`src/rtl/width_expander_if.sv`:
```
// Valid/ready stream bundle: the producer drives valid and data, the consumer drives ready.
interface width_expander_if #(
    parameter int W = 8
) ();
    logic         valid;
    logic         ready;
    logic [W-1:0] data;

    modport master (output valid, output data, input ready);
    modport slave  (input valid, input data, output ready);
endinterface

```
`src/rtl/width_expander.sv`:
```
// Packs a stream of narrow {last, elem} beats into wide words of up to NO lanes
// plus an active-lane count, presented on a registered valid/ready producer.
module width_expander #(
    parameter int W_DATA   = 16,
    parameter int NO       = 4,
    parameter int W_ACTIVE = 3
) (
    input  logic                clk,
    input  logic                rst,
    width_expander_if.slave     din,
    width_expander_if.master    dout
);
    localparam int CNT_W = $clog2(NO);

    typedef enum logic [0:0] {
        FILL = 1'b0,
        HOLD = 1'b1
    } state_t;

    state_t              state_q, state_d;
    logic [CNT_W-1:0]    cnt_q, cnt_d;
    logic [W_ACTIVE-1:0] active_q, active_d;
    logic [W_DATA-1:0]   data_q [NO];
    logic [W_DATA-1:0]   data_d [NO];

    logic                din_ready_s;
    logic                din_hs_s;
    logic                dout_hs_s;
    logic                elem_last_s;
    logic [W_DATA-1:0]   elem_s;
    logic [NO*W_DATA-1:0] lanes_s;

    assign elem_last_s = din.data[W_DATA];
    assign elem_s      = din.data[W_DATA-1:0];

    // While holding a word the next element may only enter as the word leaves.
    assign din_ready_s = (state_q == FILL) ? 1'b1 : dout.ready;
    assign din_hs_s    = din.valid & din_ready_s;
    assign dout_hs_s   = (state_q == HOLD) & dout.ready;
    assign din.ready   = din_ready_s;

    // Flatten the lane buffer into the output word, lane 0 in the LSBs.
    always_comb begin
        lanes_s = '0;
        for (int i = 0; i < NO; i++) begin
            lanes_s[i*W_DATA +: W_DATA] = data_q[i];
        end
    end

    assign dout.valid = (state_q == HOLD);
    assign dout.data  = {active_q, lanes_s};

    // Next-state, lane write and count logic.
    always_comb begin
        state_d  = state_q;
        cnt_d    = cnt_q;
        active_d = active_q;
        for (int i = 0; i < NO; i++) begin
            data_d[i] = data_q[i];
        end

        case (state_q)
            FILL: begin
                if (din_hs_s) begin
                    // Starting a new word clears every higher lane so unused lanes emit as zero.
                    for (int i = 0; i < NO; i++) begin
                        if (CNT_W'(i) == cnt_q) begin
                            data_d[i] = elem_s;
                        end else if (cnt_q == '0) begin
                            data_d[i] = '0;
                        end else begin
                            data_d[i] = data_q[i];
                        end
                    end
                    if (elem_last_s || (cnt_q == CNT_W'(NO - 1))) begin
                        active_d = W_ACTIVE'(cnt_q) + W_ACTIVE'(1);
                        cnt_d    = '0;
                        state_d  = HOLD;
                    end else begin
                        cnt_d    = cnt_q + CNT_W'(1);
                    end
                end else begin
                    state_d = FILL;
                end
            end
            HOLD: begin
                if (dout_hs_s && din_hs_s) begin
                    data_d[0] = elem_s;
                    for (int i = 1; i < NO; i++) begin
                        data_d[i] = '0;
                    end
                    if (elem_last_s) begin
                        active_d = W_ACTIVE'(1);
                        cnt_d    = '0;
                        state_d  = HOLD;
                    end else begin
                        cnt_d    = CNT_W'(1);
                        state_d  = FILL;
                    end
                end else if (dout_hs_s) begin
                    cnt_d   = '0;
                    state_d = FILL;
                end else begin
                    state_d = HOLD;
                end
            end
            default: begin
                state_d = FILL;
                cnt_d   = '0;
            end
        endcase
    end

    // State and datapath registers with synchronous reset.
    always_ff @(posedge clk) begin
        if (rst) begin
            state_q  <= FILL;
            cnt_q    <= '0;
            active_q <= '0;
            for (int i = 0; i < NO; i++) begin
                data_q[i] <= '0;
            end
        end else begin
            state_q  <= state_d;
            cnt_q    <= cnt_d;
            active_q <= active_d;
            for (int i = 0; i < NO; i++) begin
                data_q[i] <= data_d[i];
            end
        end
    end
endmodule

```
`src/flat_wrapper.sv`:
```
// flat-port wrapper written by rule: the top's interface ports become plain ports
module width_expander_flat 
#(
    parameter int W_DATA   = 16,
    parameter int NO       = 4,
    parameter int W_ACTIVE = 3
)
  (clk, rst, din_valid, din_data, din_ready, dout_valid, dout_data, dout_ready);
  width_expander_if #(.W((W_DATA + 1))) din_i ();
  width_expander_if #(.W((W_ACTIVE + NO * W_DATA))) dout_i ();
  input  logic clk;
  input  logic rst;
  input wire logic [$bits(din_i.valid)-1:0] din_valid;
  input wire logic [$bits(din_i.data)-1:0] din_data;
  output wire logic [$bits(din_i.ready)-1:0] din_ready;
  output wire logic [$bits(dout_i.valid)-1:0] dout_valid;
  output wire logic [$bits(dout_i.data)-1:0] dout_data;
  input wire logic [$bits(dout_i.ready)-1:0] dout_ready;
  assign din_i.valid = din_valid;
  assign din_i.data = din_data;
  assign din_ready = din_i.ready;
  assign dout_valid = dout_i.valid;
  assign dout_data = dout_i.data;
  assign dout_i.ready = dout_ready;
  width_expander #(.W_DATA(W_DATA), .NO(NO), .W_ACTIVE(W_ACTIVE)) u_core (.clk(clk), .rst(rst), .din(din_i), .dout(dout_i));
endmodule
```
`config.mk`:
```
export PLATFORM = sky130hd
export DESIGN_NAME = width_expander_flat
export DESIGN_NICKNAME = d
export VERILOG_FILES = /design/src/rtl/width_expander_if.sv /design/src/rtl/width_expander.sv /design/src/flat_wrapper.sv
export SDC_FILE = /design/constraint.sdc
export NUM_CORES = 1
export LEC_CHECK = 0
export ABC_CLOCK_PERIOD_IN_PS = 3900
export CORE_ASPECT_RATIO = 1.2
export CORE_MARGIN = 4
export CORE_UTILIZATION = 25
export DETAILED_ROUTE_END_ITERATION = 7
export PLACE_DENSITY = 0.44
export SLEW_MARGIN = 5
export SYNTH_ARGS = -nofsm -noshare
export SYNTH_HDL_FRONTEND = slang
export SYNTH_SLANG_ARGS = --single-unit
export TNS_END_PERCENT = 20
```
`constraint.sdc`:
```
create_clock -name clk -period 3.9 [get_ports clk]
set_input_delay 0.975 -clock clk [delete_from_list [all_inputs] [get_ports clk]]
set_output_delay 0.975 -clock clk [all_outputs]
set_load 0.01 [all_outputs]
```
==> impl_metrics.csv <==
group,metric,value,unit
job,maxCapViolCount,0,
grt,grt_max_degree,65,
routing,ant_nets,0,
die,num_rows,44,
clock_network,clkLatencyLatePin,330,ps
grt,grt_pass1_wl,14.8,mm
grt,antenna_found_initial,0,
logic_synthesis,synthMuxAreaShare,10.3,%
timing,finalCritPeriodShare,85.0,%
die,pin_count,90,
logic_synthesis,synth_cell_types,37,
clock_network,clk_pin_slew,50,ps
timing,setup_viol,0,
clock_network,cts_buffer_depth,2,
logic_synthesis,synth_top_family_by_area,"simple AND/OR/NAND/NOR gates",
logic_synthesis,seq_area_frac_synth,44.9,%
final_layout,n_antenna_cell,0,
logic_synthesis,synth_fa_ha_area_share,1.60,%
place,placedCellCount,559,
logic_synthesis,yosys_register_bits,70,
power_and_ir_drop,vdd_drop_max,144,uV
final_layout,final_util,35.8,%
place,io_buffers,89,
logic_synthesis,syn_nets,360,
grt,grt_pass1_vias,2661,
clock_network,cts_hold_buffers,0,
power_and_ir_drop,finalPower,1.70,mW
logic_synthesis,netlist_area,3120,um^2
final_layout,fin_cells,574,
clock_network,htree_num_levels,3,
final_layout,layout_commonest_cell,"clkdlybuf4s50_1",
worst_hold_path,hold_path.class,"flip-flop to flip-flop",
place,gp_congestion,0.753,
timing,finalHoldViolCount,0,
routing,drt-wirelength-per-cell,16.8,um
final_layout,register_area,1400,um^2
timing,tns,0,ps
die,initial_core_util,25.7,%
timing,worst_pin_slew,1280,ps
logic_synthesis,synth_xor_area_share,0,%
routing,firstDrtPassIters,4,
final_layout,nFillCells,1252,
final_layout,drive_gt1_share,6.78,%
routing,vias,2696,
clock_network,tritoncts,"yes",
final_layout,layout_common_cells,"89 x clkdlybuf4s50_1, 70 x dfxtp_1, 49 x nand2_1, 32 x mux2i_1, 25 x a21oi_1",
clock_network,postCtsSetupBuffers,0,
clock_network,cts_resized,0,
setup_path,cp-end-kind,"output port",
place,dp_hpwl,6.68,mm
routing,drt_wl_total,9.62,mm
logic_synthesis,syn_inst,335,
final_layout,multiInputGateArea,1520,um^2
timing,grt_setup_unrepaired,"no",
logic_synthesis,synth_compound_area_share,15.0,%
setup_path,critPathLaunchType,"primary input",
setup_path,criticalPathCategory,"primary input to output port",
timing,fin_crit,3310,ps
clock_network,cts.sinks,70,
setup_path,required,2920,ps
setup_path,arrival,2340,ps
die,fp.dieW,110,um
grt,grt.overflow.total,0,
routing,drc,0,
timing,relSlewSlack,14.3,%
logic_synthesis,synth_area_per_cell,9.33,um^2
clock_network,cts_buffers,9,
logic_synthesis,synthSimpleGateAreaFrac,21.9,%
clock_network,root_buffer,"clkbuf_16",
routing,first_iter_violations,87,
power_and_ir_drop,p_per_area,389,nW/um^2
timing,finClkSkew,6.22,ps
power_and_ir_drop,leakagePower,1.66,nW
setup_path,cp_max_fo,4,
timing,timing_max_transition_violations_final,0,
die,dieArea,14400,um^2
final_layout,nNetsFinal,434,
logic_synthesis,yosys_warnings,0,
grt,track_usage,13.7,%
die,core-area,12200,um^2
die,dieHeight,130,um
final_layout,syn_to_final_growth,39.6,%
status,status,"completed",
routing,drt-vias-per-instance,4.70,
timing,maxClockFrequency,302,MHz
[final cells by class]
| cell class | instances | share of cell area [%] |
|---|---|---|
| inverter | 6 | 0.516 |
| clock inverter | 1 | 0.115 |
| clock buffer | 14 | 6.05 |
| tap | 161 | 4.62 |
| multi-input combinational | 226 | 34.9 |
| timing repair buffer | 96 | 21.6 |
| sequential | 70 | 32.1 |
[report_power, final]
group / internal [mW] / total (mW) / switching (mW)
sequential: 0.734 / 0.745 / 0.0107
clock: 0.461 / 0.754 / 0.293
combinational: 0.0848 / 0.198 / 0.113
total: 1.28 / 1.70 / 0.417
[sequential cells by signal (all words and copies together) (netlist names)]
signal             count
u_core.data_q         64
u_core.active_q        3
u_core.cnt_q           2
u_core.dout.valid      1
[critical path, cell delays in order]
cell and delay, ps:
clkdlybuf4s50_1 570, nor2b_4 200, clkinv_1 110, clkdlybuf4s50_1 490
[cells in the mapped netlist]
master,n,share of area (%)
o31ai_1,21,5.0
o211ai_1,2,0.48
a21oi_1,25,4.0
buf_6,3,1.1
o21a_1,2,0.48
nand2_1,49,5.9
buf_4,1,0.24
nor2b_4,1,0.44
a21oi_4,1,0.52
nor2_1,1,0.12
nand2_4,1,0.36
o21ai_2,1,0.28
or2_2,1,0.20
buf_1,1,0.12
a31oi_1,1,0.20
mux2i_1,32,10
inv_1,5,0.60
nor3_1,2,0.32
or2_1,1,0.20
clkinv_1,1,0.12
clkbuf_1,14,1.7
a22o_1,12,3.4
clkbuf_2,1,0.16
and2_4,1,0.28
o31a_2,1,0.32
and3b_1,16,4.5
nor2b_1,5,1.0
dfxtp_1,70,45
nor4b_2,1,0.48
o21ai_0,2,0.32
nand2b_1,2,0.40
ha_1,4,1.6
buf_2,12,1.9
nand3_1,21,3.4
nand4b_1,4,1.1
buf_8,1,0.48
nand4_1,16,3.2
[per-stage QoR]
stage	hold slack, ps	setup slack (ps)	area, um^2
6_report	460	586	4360
5_1_grt	472	526	4360
4_1_cts	460	551	4360
3_5_place_dp	445	556	4090
3_3_place_gp	443	576	4090
2_1_floorplan	479	1430	3120
[layer usage]
metal	vias to the layer above	track usage (%)	share of wire [%]
met3	9	4.82	7.0
met5	-	0	0
met4	0	5.50	1.5
met2	75	20.8	45
li1	1352	-	-
met1	1260	17.8	46
[cell families after synthesis]
logic type / Yosys count
flip-flops: 70
adder cells (fa/ha/maj): 4
buffers and inverters: 39
AO/OA/AOI/OAI: 68
AND/OR/NAND/NOR: 122
multiplexers: 32
[worst paths after layout]
kind                                            from                    to  slack [ps]  cells past startpoint
worst max-delay path                      dout_ready             din_ready         590                      4
worst min-delay path            u_core.data_q[0][15]  u_core.data_q[0][15]         460                      2
worst max register to register       u_core.cnt_q[0]  u_core.data_q[0][55]        1590                      5
worst min register to register  u_core.data_q[0][15]  u_core.data_q[0][15]         460                      2
(Power assumes the default switching activity.)
